==> src/rtl/sum_accumulator.sv <==
// Block accumulator for signed adder sums: adds COUNT accepted samples into a
// wrapping ACC_W-bit accumulator and presents one result (with overflow flag) per block.
module sum_accumulator #(
  parameter int IN_W  = 33,
  parameter int ACC_W = 40,
  parameter int COUNT = 8
) (
  input  logic                    clk,
  input  logic                    rst,
  input  logic signed [IN_W-1:0]  SUM_IN,
  input  logic                    in_valid,
  output logic                    in_ready,
  input  logic                    CLR,
  output logic signed [ACC_W-1:0] ACC_OUT,
  output logic                    OVF,
  output logic                    out_valid,
  input  logic                    out_ready
);

  localparam int CNT_W = $clog2(COUNT) + 1;
  localparam logic [CNT_W-1:0] LAST = CNT_W'(COUNT - 1);

  typedef enum logic {ACCUM, HOLD} state_e;

  state_e                  state_q, state_d;
  logic signed [ACC_W-1:0] acc_q, acc_d;
  logic signed [ACC_W-1:0] acc_out_q, acc_out_d;
  logic [CNT_W-1:0]        cnt_q, cnt_d;
  logic                    ovf_acc_q, ovf_acc_d;
  logic                    ovf_q, ovf_d;
  logic                    out_valid_q, out_valid_d;
  logic signed [ACC_W-1:0] sx, nxt;
  logic                    accept, ovf_step;

  function automatic logic signed [ACC_W-1:0] sign_ext(input logic signed [IN_W-1:0] v);
    return ACC_W'(v);
  endfunction

  // Two's-complement overflow: operands agree in sign but the wrapped sum does not.
  function automatic logic add_ovf(input logic signed [ACC_W-1:0] a,
                                   input logic signed [ACC_W-1:0] b,
                                   input logic signed [ACC_W-1:0] s);
    return (a[ACC_W-1] == b[ACC_W-1]) && (s[ACC_W-1] != a[ACC_W-1]);
  endfunction

  assign in_ready = (state_q == ACCUM) && !CLR;
  assign accept   = in_valid && in_ready;
  assign sx       = sign_ext(SUM_IN);
  assign nxt      = acc_q + sx;
  assign ovf_step = add_ovf(acc_q, sx, nxt);

  always_comb begin
    state_d     = state_q;
    acc_d       = acc_q;
    cnt_d       = cnt_q;
    ovf_acc_d   = ovf_acc_q;
    acc_out_d   = acc_out_q;
    ovf_d       = ovf_q;
    out_valid_d = out_valid_q;
    case (state_q)
      ACCUM: begin
        if (CLR) begin
          acc_d     = '0;
          cnt_d     = '0;
          ovf_acc_d = 1'b0;
        end else if (accept) begin
          if (cnt_q == LAST) begin
            acc_out_d   = nxt;
            ovf_d       = ovf_acc_q | ovf_step;
            out_valid_d = 1'b1;
            acc_d       = '0;
            cnt_d       = '0;
            ovf_acc_d   = 1'b0;
            state_d     = HOLD;
          end else begin
            acc_d     = nxt;
            cnt_d     = cnt_q + CNT_W'(1);
            ovf_acc_d = ovf_acc_q | ovf_step;
          end
        end
      end
      HOLD: begin
        // Partial state is already zero here, so CLR has nothing to discard.
        if (out_ready) begin
          out_valid_d = 1'b0;
          state_d     = ACCUM;
        end
      end
      default: state_d = ACCUM;
    endcase
  end

  always_ff @(posedge clk) begin
    if (rst) begin
      state_q     <= ACCUM;
      acc_q       <= '0;
      cnt_q       <= '0;
      ovf_acc_q   <= 1'b0;
      acc_out_q   <= '0;
      ovf_q       <= 1'b0;
      out_valid_q <= 1'b0;
    end else begin
      state_q     <= state_d;
      acc_q       <= acc_d;
      cnt_q       <= cnt_d;
      ovf_acc_q   <= ovf_acc_d;
      acc_out_q   <= acc_out_d;
      ovf_q       <= ovf_d;
      out_valid_q <= out_valid_d;
    end
  end

  assign ACC_OUT   = acc_out_q;
  assign OVF       = ovf_q;
  assign out_valid = out_valid_q;

endmodule

==> config.mk <==
export PLATFORM = sky130hd
export DESIGN_NAME = sum_accumulator
export DESIGN_NICKNAME = d
export VERILOG_FILES = /design/src/rtl/sum_accumulator.sv
export SDC_FILE = /design/constraint.sdc
export NUM_CORES = 1
export LEC_CHECK = 0
export CELL_PAD_IN_SITES_DETAIL_PLACEMENT = 1
export CELL_PAD_IN_SITES_GLOBAL_PLACEMENT = 2
export CORE_MARGIN = 2
export CORE_UTILIZATION = 42
export CTS_BUF_LIST = sky130_fd_sc_hd__clkbuf_2 sky130_fd_sc_hd__clkbuf_4 sky130_fd_sc_hd__clkbuf_8
export DETAILED_ROUTE_END_ITERATION = 8
export DONT_BUFFER_PORTS = 1
export GPL_ROUTABILITY_DRIVEN = 0
export PLACE_DENSITY = 0.89
export SETUP_SLACK_MARGIN = 0.3
export SLEW_MARGIN = 20
export SYNTH_ARGS = -nofsm -noshare
export SYNTH_HDL_FRONTEND = slang
export SYNTH_SLANG_ARGS = --single-unit
==> constraint.sdc <==
create_clock -name clk -period 5.6 [get_ports clk]
set_clock_uncertainty 0.1 [all_clocks]
set_input_delay 0.84 -clock clk [delete_from_list [all_inputs] [get_ports clk]]
set_output_delay 0.84 -clock clk [all_outputs]
set_load 0.01 [all_outputs]
==> report_table.html, run 1 <==
<table>
<tr><th>Metric</th><th>Value</th></tr>
<tr><th colspan="2">Synthesis</th></tr>
<tr><td>Top_reg_cell synth</td><td>dfxtp_1</td></tr>
<tr><td>Fraction of the mapped netlist area in simple logic gates</td><td>0.203</td></tr>
<tr><td>Area share of fa/ha/maj cells after synthesis</td><td>0.0956</td></tr>
<tr><td>Top cells by area, synth</td><td>dfxtp_1, ha_1, nand2_1, a21oi_1, nor2_1</td></tr>
<tr><td>Top-area cell type share of the netlist area</td><td>0.324</td></tr>
<tr><td>XOR/XNOR Fraction of Synth Area</td><td>0.0593</td></tr>
<tr><td>Proportion of synthesized flip-flops having asynchronous set or reset</td><td>0</td></tr>
<tr><td>Netlist area before placement</td><td>0.00545 mm^2</td></tr>
<tr><td>Combinational family with the most area after synthesis</td><td>compound AO/OA/AOI/OAI gates</td></tr>
<tr><td>Mux cell area share after synthesis</td><td>0</td></tr>
<tr><td>Cell variety after synth</td><td>71</td></tr>
<tr><td>Total of warnings raised by yosys</td><td>0</td></tr>
<tr><td>Mean instance size in the synthesized netlist</td><td>roughly 8.1 um^2</td></tr>
<tr><td>Number of enable-type register cells in the synthesized netlist</td><td>0</td></tr>
<tr><td>Register area share after synthesis</td><td>0.324</td></tr>
<tr><td>Number of instances in the synthesized netlist</td><td>676</td></tr>
<tr><td>Post-Synthesis Net Count</td><td>approximately 760</td></tr>
<tr><td>Cell taking the most area after synthesis</td><td>dfxtp_1</td></tr>
<tr><td>Synth Area in Compound Gates</td><td>0.276</td></tr>
<tr><td>Total of flip-flops plus latches after synthesis</td><td>88</td></tr>
<tr><th colspan="2">Critical path</th></tr>
<tr><td>Max FO, Critical Path</td><td>3</td></tr>
<tr><td>Critical-path cell list</td><td>ha_1 &gt; inv_1 &gt; fa_1 &gt; and2b_1 &gt; o2111ai_1 &gt; a21oi_1 &gt; o21ai_0 &gt; a21oi_1 &gt; o21ai_1 &gt; o21ai_1 &gt; nor4b_1 &gt; a311o_1</td></tr>
<tr><td>Setup slack of the worst register-to-register path</td><td>2480 ps</td></tr>
<tr><td>Signal arrival time at the worst endpoint</td><td>3440 ps</td></tr>
<tr><td>Register-to-Register Path Depth</td><td>12</td></tr>
<tr><td>Data required time of the critical path</td><td>between 5000 and 6000 ps</td></tr>
<tr><td>Startpoint types</td><td>input pin</td></tr>
<tr><td>Cell type group with the largest total delay on the critical path</td><td>compound AO/OA/AOI/OAI gates</td></tr>
<tr><td>Worst Setup EP</td><td>ACC_OUT[38]$_SDFFE_PP0P_</td></tr>
<tr><td>Worst-path cell with the longest stage delay</td><td>fa_1</td></tr>
<tr><td>Worst setup path start</td><td>SUM_IN[0]</td></tr>
<tr><td>Largest stage delay, worst path</td><td>400 ps</td></tr>
<tr><td>Startpoint of the worst register-to-register path</td><td>acc_q[0]$_SDFFE_PP0P_</td></tr>
<tr><td>Levels on crit path</td><td>12</td></tr>
<tr><td>Critical path buffer and inverter count</td><td>1</td></tr>
<tr><td>Endpoint of the worst-slack reg-to-reg timing path</td><td>ACC_OUT[38]$_SDFFE_PP0P_</td></tr>
<tr><td>Type of the setup path with the least slack</td><td>input pin to flip-flop</td></tr>
<tr><td>Crit path capture type</td><td>flip-flop</td></tr>
<tr><th colspan="2">Min path</th></tr>
<tr><td>Worst hold stages</td><td>2</td></tr>
<tr><td>Class of the most critical hold timing path</td><td>flip-flop to flip-flop</td></tr>
<tr><th colspan="2">Run</th></tr>
<tr><td>Number of violations of the max-capacitance limit</td><td>0</td></tr>
<tr><th colspan="2">Routing</th></tr>
<tr><td>Detailed-router iteration count before antenna repair</td><td>4</td></tr>
<tr><td>Number of DRC violations after detailed-routing iteration 0</td><td>152</td></tr>
<tr><td>Wirelength, routed</td><td>between 15000 and 20000 um</td></tr>
<tr><td>Number of vias per cell</td><td>just under 6</td></tr>
<tr><td>WL/cell</td><td>19.1 um</td></tr>
<tr><td>Number of vias in the routed layout</td><td>4807</td></tr>
<tr><td>Final antenna-violating net count</td><td>0</td></tr>
<tr><td>Detailed-route DRC error count</td><td>0</td></tr>
<tr><th colspan="2">Power and ir drop</th></tr>
<tr><td>Internal power</td><td>0.000965 W</td></tr>
<tr><td>Net load switching power</td><td>0.000421 W</td></tr>
<tr><td>VDD IR-drop max</td><td>about 0.00013 V</td></tr>
<tr><td>Net switching fraction of the power</td><td>0.304</td></tr>
<tr><td>Power Total</td><td>0.00139 W</td></tr>
<tr><td>Part of the total power dissipated in combinational logic</td><td>0.187</td></tr>
<tr><td>Clock network fraction of total power</td><td>0.345</td></tr>
<tr><td>Power density over the cells</td><td>242 mW/mm^2</td></tr>
<tr><td>Leakage power</td><td>between 2 and 2.5 nW</td></tr>
<tr><td>Reg power frac</td><td>0.467</td></tr>
<tr><th colspan="2">Clocking</th></tr>
<tr><td>Register clock-pin slew on the reported worst setup and hold paths</td><td>90 ps</td></tr>
<tr><td>Number of sinks on the clock net</td><td>88</td></tr>
<tr><td>Insertion delay to the later sink of the worst-skew pair</td><td>390 ps</td></tr>
<tr><td>CTS tree</td><td>done</td></tr>
<tr><td>H-tree levels</td><td>3</td></tr>
<tr><td>Clock root buffer</td><td>clkbuf_8</td></tr>
<tr><td>Total CTS buffers</td><td>9</td></tr>
<tr><td>Resized cells post-CTS</td><td>0</td></tr>
<tr><td>Hold-fix buffers at CTS</td><td>0</td></tr>
<tr><td>Maximum clock insertion buffer count</td><td>2</td></tr>
<tr><td>Post-CTS setup buffer count</td><td>0</td></tr>
<tr><th colspan="2">Die</th></tr>
<tr><td>Horizontal extent of the die</td><td>118 um</td></tr>
<tr><td>Number of standard-cell rows in the floorplan</td><td>41</td></tr>
<tr><td>Top-level port count</td><td>81</td></tr>
<tr><td>Die Height</td><td>118 um</td></tr>
<tr><td>Starting density of the core</td><td>0.431</td></tr>
<tr><td>DIE AREA</td><td>0.0139 mm^2</td></tr>
<tr><td>Area of the core</td><td>0.0126 mm^2</td></tr>
<tr><th colspan="2">Global routing</th></tr>
<tr><td>Number of global-route vias before repair</td><td>5168</td></tr>
<tr><td>Initial antenna violation count</td><td>0</td></tr>
<tr><td>Wire length of the first global-routing pass</td><td>26200 um</td></tr>
<tr><td>Largest net degree at the start of global routing</td><td>67</td></tr>
<tr><td>All-layer global routing usage</td><td>0.233</td></tr>
<tr><td>Gr ovfl total</td><td>0</td></tr>
<tr><th colspan="2">Cells and area</th></tr>
<tr><td>Filler cell count</td><td>~1600</td></tr>
<tr><td>Final standard cell area without fillers</td><td>0.00573 mm^2</td></tr>
<tr><td>Final Core Density</td><td>0.454</td></tr>
<tr><td>Fraction of layout cells with a size suffix above 1</td><td>0.0701</td></tr>
<tr><td>Synth-to-layout area growth</td><td>5.17%</td></tr>
<tr><td>Antenna cells</td><td>0</td></tr>
<tr><td>Net count, final</td><td>730</td></tr>
<tr><th colspan="2">Timing</th></tr>
<tr><td>Setup repair after global routing missed its margin</td><td>no</td></tr>
<tr><td>Number of pins exceeding their max-slew limit in the final report</td><td>0</td></tr>
<tr><td>Fraction of the cycle the final worst path needs</td><td>0.572</td></tr>
<tr><td>Total negative slack</td><td>0 ps</td></tr>
<tr><td>Remaining max-slew budget at the tightest pin</td><td>0.577</td></tr>
<tr><td>Transition time at the pin with the least slew margin</td><td>634 ps</td></tr>
<tr><td>Number of endpoints failing setup at the final stage</td><td>0</td></tr>
<tr><td>Minimum period implied by the final worst setup slack</td><td>~3200 ps</td></tr>
<tr><td>Final hold violation count</td><td>0</td></tr>
<tr><td>Highest achievable clock rate</td><td>~310 MHz</td></tr>
<tr><th colspan="2">Place</th></tr>
<tr><td>HPWL after detailed placement</td><td>11600 um</td></tr>
<tr><td>Placement Cell Area</td><td>0.00551 mm^2</td></tr>
<tr><td>Port Buffers</td><td>0</td></tr>
<tr><th colspan="2">Outcome</th></tr>
<tr><td>Run status</td><td>finished, final reports clean</td></tr>
</table>
==> state kept, by name (all words and copies together), names as in the netlist <==
name,flops
ACC_OUT,40
acc_q,40
cnt_q,4
OVF,1
out_valid,1
ovf_acc_q,1
state_q,1
==> worst min-delay path, cell delays in order (launching register included) <==
cell     delay [ps]
dfxtp_1         320
nand2_1          50
o21ai_1          50
==> synthesized netlist by cell type (13+ instances only) <==
master    count
nand2_1     102
dfxtp_1      88
nor2_1       68
a21oi_1      67
ha_1         40
clkbuf_1     27
xnor2_1      25
o21ai_0      24
a21o_1       18
a22oi_1      18
nand3_1      14
a22o_1       13
==> cell families after synthesis <==
family	after synthesis
buffers and inverters	52
adders and majority gates	41
xor gates and xnor gates	36
and+or+nand+nor	243
AOI/OAI and AO/OA	216
DFF	88
==> layer usage <==
layer / GRT usage / vias to the layer above / wire length [um]
met3: 0.0538 / 16 / 561
li1: - / 2379 / -
met4: 0.0821 / 0 / 266
met5: 0 / - / 0
met2: 0.413 / 65 / 8050
met1: 0.276 / 2347 / 6970
==> metrics by stage <==
step	hold WS (ps)	worst slack, ps	cells
floorplan	329	2440	676
global placement	339	2140	812
detailed placement	346	1960	812
CTS	358	2370	828
global route	381	2250	828
finish	355	2400	828
==> layout by cell type, fill, tap and decap left out, types with 5 or more instances in the layout <==
cell / Yosys / layout
nor2_1: 68 / 67
clkbuf_8: 0 / 11
o21bai_1: 5 / 5
a21oi_1: 67 / 67
a31oi_1: 7 / 7
o21ai_0: 24 / 24
xnor2_1: 25 / 25
nand2_1: 102 / 102
nand4_1: 7 / 7
and3_1: 8 / 8
xor2_1: 10 / 10
o21ai_1: 12 / 12
nor3_1: 12 / 12
a22o_1: 13 / 13
nand3_1: 14 / 13
o21a_1: 6 / 6
ha_1: 40 / 40
a22oi_1: 18 / 18
a21o_1: 18 / 18
a211oi_1: 8 / 8
dfxtp_1: 88 / 88
inv_1: 12 / 12
==> worst min path at each step <==
stage / start / slack (ps) / endpoint
2_1_floorplan: acc_q[20]$_SDFFE_PP0P_ / 330 / acc_q[20]$_SDFFE_PP0P_
4_1_cts: acc_q[27]$_SDFFE_PP0P_ / 360 / acc_q[27]$_SDFFE_PP0P_
3_5_place_dp: acc_q[27]$_SDFFE_PP0P_ / 350 / acc_q[27]$_SDFFE_PP0P_
3_3_place_gp: acc_q[21]$_SDFFE_PP0P_ / 340 / acc_q[21]$_SDFFE_PP0P_
6_report: acc_q[27]$_SDFFE_PP0P_ / 350 / acc_q[27]$_SDFFE_PP0P_
5_1_grt: rst / 380 / out_valid$_SDFFE_PP0P_
==> power groups by stage <==
stage	sequential, W	combinational, W	clock (W)
floorplan	0.000660	0.000213	0
global placement	0.000661	0.000251	0
detailed placement	0.000662	0.000257	0
CTS	0.000648	0.000259	0.000487
global route	0.000650	0.000290	0.000517
finish	0.000648	0.000260	0.000479
==> final cells by class <==
cell class	instances	area, um^2	area share
Clock buffer	11	151	0.0264
Clock inverter	5	55.1	0.00961
Inverter	12	45.0	0.00787
Multi-Input combinational cell	536	3470	0.606
Sequential cell	88	1760	0.308
Tap cell	172	215	0.0376
Timing Repair Buffer	4	30.0	0.00524
Power figures use the tool's default switching activity.
==> inputs of run 2 (changes only) <==
Settings changed: CORE_UTILIZATION 42 to 39, PLACE_DENSITY 0.89 to 0.83.
Clock period 5.6 ns to 3.1 ns, I/O delays scaled along.
==> report_table.html, run 2 (synthesis results as in run 1) <==
<table>
<tr><th>Metric</th><th>Value</th></tr>
<tr><th colspan="2">Run</th></tr>
<tr><td>Number of violations of the max-capacitance limit</td><td>0</td></tr>
<tr><th colspan="2">Routing</th></tr>
<tr><td>Number of vias in the routed layout</td><td>4972</td></tr>
<tr><td>Number of vias per cell</td><td>5.84</td></tr>
<tr><td>Number of DRC violations after detailed-routing iteration 0</td><td>190</td></tr>
<tr><td>Top routing layer in use</td><td>met4</td></tr>
<tr><td>Detailed-router iteration count before antenna repair</td><td>4</td></tr>
<tr><td>Final antenna-violating net count</td><td>0</td></tr>
<tr><td>Detailed-routing wirelength on met1</td><td>7130 um</td></tr>
<tr><td>Wirelength, routed</td><td>about 17000 um</td></tr>
<tr><td>Detailed-route DRC error count</td><td>0</td></tr>
<tr><td>WL/cell</td><td>slightly below 20 um</td></tr>
<tr><td>Amount of wire on met2 after detailed routing</td><td>8310 um</td></tr>
<tr><td>Routed met3 length</td><td>789 um</td></tr>
<tr><th colspan="2">Die</th></tr>
<tr><td>Die Height</td><td>122 um</td></tr>
<tr><td>Horizontal extent of the die</td><td>122 um</td></tr>
<tr><td>Top-level port count</td><td>81</td></tr>
<tr><td>DIE AREA</td><td>around 0.015 mm^2</td></tr>
<tr><td>Starting density of the core</td><td>0.395</td></tr>
<tr><td>Number of standard-cell rows in the floorplan</td><td>43</td></tr>
<tr><td>Area of the core</td><td>between 0.01 and 0.015 mm^2</td></tr>
<tr><th colspan="2">Global routing</th></tr>
<tr><td>Number of global-route vias before repair</td><td>5307</td></tr>
<tr><td>Initial antenna violation count</td><td>0</td></tr>
<tr><td>Largest net degree at the start of global routing</td><td>67</td></tr>
<tr><td>Wire length of the first global-routing pass</td><td>27000 um</td></tr>
<tr><td>All-layer global routing usage</td><td>0.231</td></tr>
<tr><td>Gr ovfl total</td><td>0</td></tr>
<tr><th colspan="2">Outcome</th></tr>
<tr><td>Run status</td><td>finished, final reports clean</td></tr>
<tr><th colspan="2">Critical path</th></tr>
<tr><td>Largest stage delay, worst path</td><td>about 520 ps</td></tr>
<tr><td>Signal arrival time at the worst endpoint</td><td>about 3000 ps</td></tr>
<tr><td>Startpoint types</td><td>flip-flop</td></tr>
<tr><td>Setup slack of the worst register-to-register path</td><td>340 ps</td></tr>
<tr><td>Max FO, Critical Path</td><td>6</td></tr>
<tr><td>Register-to-Register Path Depth</td><td>8</td></tr>
<tr><td>Worst-path cell with the longest stage delay</td><td>or4_1</td></tr>
<tr><td>Endpoint of the worst-slack reg-to-reg timing path</td><td>ACC_OUT[31]$_SDFFE_PP0P_</td></tr>
<tr><td>Crit path capture type</td><td>flip-flop</td></tr>
<tr><td>Startpoint of the worst register-to-register path</td><td>acc_q[24]$_SDFFE_PP0P_</td></tr>
<tr><td>Data required time of the critical path</td><td>3330 ps</td></tr>
<tr><td>Critical-path cell list</td><td>ha_1 &gt; a21oi_2 &gt; o21ai_1 &gt; a311o_1 &gt; o2bb2ai_1 &gt; a41o_1 &gt; or4_1 &gt; a21oi_1</td></tr>
<tr><td>Type of the setup path with the least slack</td><td>flip-flop to flip-flop</td></tr>
<tr><th colspan="2">Clocking</th></tr>
<tr><td>Hold-fix buffers at CTS</td><td>0</td></tr>
<tr><td>Total CTS buffers</td><td>9</td></tr>
<tr><td>Insertion delay to the later sink of the worst-skew pair</td><td>between 300 and 400 ps</td></tr>
<tr><td>H-tree levels</td><td>3</td></tr>
<tr><td>Register clock-pin slew on the reported worst setup and hold paths</td><td>90 ps</td></tr>
<tr><td>Number of sinks on the clock net</td><td>88</td></tr>
<tr><td>CTS tree</td><td>done</td></tr>
<tr><td>Maximum clock insertion buffer count</td><td>2</td></tr>
<tr><td>Clock root buffer</td><td>clkbuf_8</td></tr>
<tr><th colspan="2">Timing</th></tr>
<tr><td>Setup repair after global routing missed its margin</td><td>yes</td></tr>
<tr><td>Number of pins exceeding their max-slew limit in the final report</td><td>0</td></tr>
<tr><td>Final hold violation count</td><td>0</td></tr>
<tr><td>Number of endpoints failing setup at the final stage</td><td>0</td></tr>
<tr><td>Highest achievable clock rate</td><td>362 MHz</td></tr>
<tr><td>Transition time at the pin with the least slew margin</td><td>634 ps</td></tr>
<tr><td>Remaining max-slew budget at the tightest pin</td><td>0.573</td></tr>
<tr><td>Minimum period implied by the final worst setup slack</td><td>2760 ps</td></tr>
<tr><td>Fraction of the cycle the final worst path needs</td><td>0.890</td></tr>
<tr><td>Total negative slack</td><td>0 ps</td></tr>
<tr><th colspan="2">Cells and area</th></tr>
<tr><td>Net count, final</td><td>747</td></tr>
<tr><td>Synth-to-layout area growth</td><td>10.7%</td></tr>
<tr><td>Top library cells by usage in the layout, fill and taps aside</td><td>nand2_1, dfxtp_1, nor2_1</td></tr>
<tr><td>Fraction of layout cells with a size suffix above 1</td><td>0.137</td></tr>
<tr><td>Final Core Density</td><td>0.438</td></tr>
<tr><td>Commonest non-fill, non-tap cell in the layout</td><td>nand2_1</td></tr>
<tr><td>Antenna cells</td><td>0</td></tr>
<tr><th colspan="2">Min path</th></tr>
<tr><td>Worst hold stages</td><td>1</td></tr>
<tr><td>Class of the most critical hold timing path</td><td>input pin to flip-flop</td></tr>
<tr><td>Capture endpoint of the worst hold path</td><td>out_valid$_SDFFE_PP0P_</td></tr>
<tr><td>Launch instance of the worst min-delay path</td><td>rst</td></tr>
<tr><th colspan="2">Power and ir drop</th></tr>
<tr><td>Power density over the cells</td><td>about 430 mW/mm^2</td></tr>
<tr><td>VDD IR-drop max</td><td>approximately 0.00026 V</td></tr>
<tr><td>Leakage power</td><td>2.39 nW</td></tr>
<tr><th colspan="2">Place</th></tr>
<tr><td>HPWL after detailed placement</td><td>12200 um</td></tr>
<tr><td>Port Buffers</td><td>0</td></tr>
</table>
run 2: changes by cell type in the layout (fill, tap and decap cells not counted), moves of 2 or more:
cell,change
nand2_2,+3
o21ai_1,-2
o21ai_2,+3
a21oi_2,+3
clkinvlp_4,-2
a21oi_1,-4
ha_1,-4
ha_2,+3
buf_4,+17
nand2_1,-3
run 2: metal layers:
metal / GRT usage / up-vias
met5: 0 / -
met4: 0.0963 / 0
met3: 0.0571 / 33
met2: 0.406 / 95
met1: 0.268 / 2436
li1: - / 2408
run 2: report_power, final:
part | internal, W | total (W) | leakage, nW | switching, W
Clock | 0.000465 | 0.000904 | 0.108 | 0.000439
Sequential | 0.00115 | 0.00117 | 0.713 | 0.0000154
Combinational | 0.000198 | 0.000518 | 1.57 | 0.000320
run 2: area by class of cell:
type / count / area, um^2
Clock inverter: 4 / 70.1
Timing Repair Buffer: 21 / 158
Clock buffer: 10 / 138
Tap cell: 180 / 225
Inverter: 12 / 45.0
Sequential cell: 88 / 1760
Multi-Input combinational cell: 536 / 3630
Fill cell: 1704 / 7740
run 2: worst max-delay path: cells and delay by family (launching register included):
kind	cells	cell delay, ps
fa+ha+maj	1	370
flops	1	340
compound gates	6	1370
simple gates	1	520
run 2: what timing repair did:
action	4_1_cts	5_1_grt
resized for setup	10	29
cloned	0	0
buffers inserted	1	4
pin swaps	5	13
setup endpoints to repair	12	32
run 2: per-stage QoR:
stage	total power, W	area, um^2	hold slack [ps]	cells	setup slack, ps
after floorplan	0.00158	5450	329	676	312
after global placement	0.00166	5610	339	832	137
after detailed placement	0.00168	5610	345	832	29.6
after CTS	0.00259	5870	16.1	847	301
after global routing	0.00272	6030	12.8	851	252
final	0.00259	6030	35.1	851	341
run 2: worst max path at each step:
stage | slack, ps | to | startpoint
floorplan | 310 | acc_q[36]$_SDFFE_PP0P_ | SUM_IN[0]
global placement | 140 | acc_q[36]$_SDFFE_PP0P_ | SUM_IN[0]
detailed placement | 30 | ACC_OUT[34]$_SDFFE_PP0P_ | SUM_IN[0]
CTS | 300 | ACC_OUT[34]$_SDFFE_PP0P_ | acc_q[0]$_SDFFE_PP0P_
global route | 250 | ACC_OUT[34]$_SDFFE_PP0P_ | acc_q[0]$_SDFFE_PP0P_
finish | 340 | ACC_OUT[31]$_SDFFE_PP0P_ | acc_q[24]$_SDFFE_PP0P_
==> inputs of run 3 (changes only) <==
Settings changed: MAX_ROUTING_LAYER set to met4.
==> report_table.html, run 3 (synthesis results as in run 1) <==
<table>
<tr><th>Metric</th><th>Value</th></tr>
<tr><th colspan="2">Critical path</th></tr>
<tr><td>Signal arrival time at the worst endpoint</td><td>~3000 ps</td></tr>
<tr><td>Largest stage delay, worst path</td><td>around 520 ps</td></tr>
<tr><td>Max FO, Critical Path</td><td>6</td></tr>
<tr><td>Cell type group with the largest total delay on the critical path</td><td>compound AO/OA/AOI/OAI gates</td></tr>
<tr><td>Data required time of the critical path</td><td>3330 ps</td></tr>
<tr><td>Critical path buffer and inverter count</td><td>0</td></tr>
<tr><td>Worst-path cell with the longest stage delay</td><td>or4_1</td></tr>
<tr><td>Crit path capture type</td><td>flip-flop</td></tr>
<tr><td>Critical-path cell list</td><td>ha_1 &gt; a21oi_2 &gt; o21ai_1 &gt; a311o_1 &gt; o2bb2ai_1 &gt; a41o_1 &gt; or4_1 &gt; a21oi_1</td></tr>
<tr><td>Type of the setup path with the least slack</td><td>flip-flop to flip-flop</td></tr>
<tr><td>Startpoint types</td><td>flip-flop</td></tr>
<tr><th colspan="2">Routing</th></tr>
<tr><td>Final antenna-violating net count</td><td>0</td></tr>
<tr><td>Detailed-route DRC error count</td><td>0</td></tr>
<tr><td>Number of vias per cell</td><td>5.82</td></tr>
<tr><td>Wirelength, routed</td><td>16800 um</td></tr>
<tr><td>Number of DRC violations after detailed-routing iteration 0</td><td>195</td></tr>
<tr><td>WL/cell</td><td>19.7 um</td></tr>
<tr><td>Detailed-router iteration count before antenna repair</td><td>4</td></tr>
<tr><td>Number of vias in the routed layout</td><td>4954</td></tr>
<tr><th colspan="2">Power and ir drop</th></tr>
<tr><td>Leakage power</td><td>2.39 nW</td></tr>
<tr><td>Power density over the cells</td><td>430 mW/mm^2</td></tr>
<tr><td>VDD IR-drop max</td><td>around 0.00026 V</td></tr>
<tr><th colspan="2">Global routing</th></tr>
<tr><td>Gr ovfl total</td><td>0</td></tr>
<tr><td>Met1 usage</td><td>0.273</td></tr>
<tr><td>Busiest layer in global routing</td><td>met2</td></tr>
<tr><td>All-layer global routing usage</td><td>0.239</td></tr>
<tr><td>Wire length of the first global-routing pass</td><td>27000 um</td></tr>
<tr><td>Number of global-route vias before repair</td><td>5301</td></tr>
<tr><td>Met3 GRT Util</td><td>0.0524</td></tr>
<tr><td>Met2 Usage GRT</td><td>0.405</td></tr>
<tr><td>Initial antenna violation count</td><td>0</td></tr>
<tr><td>Largest net degree at the start of global routing</td><td>67</td></tr>
<tr><th colspan="2">Clocking</th></tr>
<tr><td>CTS tree</td><td>done</td></tr>
<tr><td>Hold-fix buffers at CTS</td><td>0</td></tr>
<tr><td>H-tree levels</td><td>3</td></tr>
<tr><td>Number of sinks on the clock net</td><td>88</td></tr>
<tr><td>Total CTS buffers</td><td>9</td></tr>
<tr><td>Clock root buffer</td><td>clkbuf_8</td></tr>
<tr><td>Maximum clock insertion buffer count</td><td>2</td></tr>
<tr><td>Insertion delay to the later sink of the worst-skew pair</td><td>a little under 400 ps</td></tr>
<tr><td>Register clock-pin slew on the reported worst setup and hold paths</td><td>90 ps</td></tr>
<tr><th colspan="2">Timing</th></tr>
<tr><td>Fraction of the cycle the final worst path needs</td><td>0.892</td></tr>
<tr><td>Total negative slack</td><td>0 ps</td></tr>
<tr><td>Number of endpoints failing setup at the final stage</td><td>0</td></tr>
<tr><td>Number of pins exceeding their max-slew limit in the final report</td><td>0</td></tr>
<tr><td>Setup repair after global routing missed its margin</td><td>yes</td></tr>
<tr><td>Final worst setup slack</td><td>~340 ps</td></tr>
<tr><td>Transition time at the pin with the least slew margin</td><td>635 ps</td></tr>
<tr><td>Final hold violation count</td><td>0</td></tr>
<tr><td>Remaining max-slew budget at the tightest pin</td><td>0.572</td></tr>
<tr><td>Hold Worst Slack</td><td>approximately 38 ps</td></tr>
<tr><td>Minimum period implied by the final worst setup slack</td><td>2760 ps</td></tr>
<tr><td>Highest achievable clock rate</td><td>around 360 MHz</td></tr>
<tr><th colspan="2">Cells and area</th></tr>
<tr><td>Top library cells by usage in the layout, fill and taps aside</td><td>nand2_1, dfxtp_1, nor2_1</td></tr>
<tr><td>Layout Cells excl Fill</td><td>851</td></tr>
<tr><td>Area taken by flip-flops and latches</td><td>0.00176 mm^2</td></tr>
<tr><td>Synth-to-layout area growth</td><td>10.7%</td></tr>
<tr><td>Fraction of layout cells with a size suffix above 1</td><td>0.137</td></tr>
<tr><td>Filler cell count</td><td>about 1700</td></tr>
<tr><td>Net count, final</td><td>about 750</td></tr>
<tr><td>Antenna cells</td><td>0</td></tr>
<tr><td>Total area of multi-input combinational cells</td><td>0.00363 mm^2</td></tr>
<tr><td>Commonest non-fill, non-tap cell in the layout</td><td>nand2_1</td></tr>
<tr><th colspan="2">Die</th></tr>
<tr><td>Area of the core</td><td>0.0138 mm^2</td></tr>
<tr><td>Number of standard-cell rows in the floorplan</td><td>43</td></tr>
<tr><td>Starting density of the core</td><td>0.395</td></tr>
<tr><td>Horizontal extent of the die</td><td>122 um</td></tr>
<tr><td>Die Height</td><td>between 100 and 150 um</td></tr>
<tr><td>DIE AREA</td><td>0.0149 mm^2</td></tr>
<tr><td>Top-level port count</td><td>81</td></tr>
<tr><th colspan="2">Place</th></tr>
<tr><td>Number of cells after detailed placement</td><td>between 800 and 900</td></tr>
<tr><td>Post-placement worst setup slack</td><td>29.6 ps</td></tr>
<tr><td>HPWL after detailed placement</td><td>12200 um</td></tr>
<tr><td>Port Buffers</td><td>0</td></tr>
<tr><th colspan="2">Run</th></tr>
<tr><td>Number of violations of the max-capacitance limit</td><td>0</td></tr>
<tr><th colspan="2">Outcome</th></tr>
<tr><td>Run status</td><td>finished, final reports clean</td></tr>
<tr><th colspan="2">Min path</th></tr>
<tr><td>Class of the most critical hold timing path</td><td>input pin to flip-flop</td></tr>
</table>
[run 3: stage by stage]
step | power, W | instance area, um^2 | utilization
final | 0.00259 | 6030 | 0.438
after global routing | 0.00272 | 6030 | 0.438
after CTS | 0.00259 | 5870 | 0.426
after detailed placement | 0.00168 | 5610 | 0.408
after global placement | 0.00166 | 5610 | 0.408
after floorplan | 0.00158 | 5450 | -
[run 3: worst reg2reg max path: stages (launching register included)]
cell,delay (ps)
dfxtp_1,340
ha_1,370
a21oi_2,200
o21ai_1,140
a311o_1,430
o2bb2ai_1,180
a41o_1,300
or4_1,530
a21oi_1,130
[run 3: power breakdown]
part	internal, W	switching (W)	leakage, nW
Clock	0.000465	0.000440	0.108
Combinational	0.000198	0.000319	1.57
Sequential	0.00115	0.0000155	0.713
Total	0.00182	0.000774	2.39
[run 3: layout make-up]
cell class / count / area share
Multi-Input combinational cell: 536 / 0.602
Timing Repair Buffer: 21 / 0.0261
Sequential cell: 88 / 0.292
Tap cell: 180 / 0.0374
Inverter: 12 / 0.00747
Clock inverter: 4 / 0.0116
Clock buffer: 10 / 0.0228
[run 3: worst paths after layout]
check | from | endpoint | slack [ps] | cells after the start
max | acc_q[24]$_SDFFE_PP0P_ | ACC_OUT[31]$_SDFFE_PP0P_ | 340 | 8
min | rst | state_q$_SDFF_PP0_ | 40 | 1
max reg2reg | acc_q[24]$_SDFFE_PP0P_ | ACC_OUT[31]$_SDFFE_PP0P_ | 340 | 8
min reg2reg | acc_q[32]$_SDFFE_PP0P_ | acc_q[32]$_SDFFE_PP0P_ | 360 | 2
[run 3: metal layers]
| layer | up-vias | routed length, um |
|---|---|---|
| met1 | 2423 | 7260 |
| li1 | 2410 | - |
| met3 | 33 | 638 |
| met5 | - | 0 |
| met2 | 88 | 8380 |
| met4 | 0 | 522 |
[run 3: timing repair]
action                     in CTS  in global routing
setup endpoints to repair      12                 32
buffers inserted                1                  4
gates resized for setup        10                 29
pin swaps                       5                 13
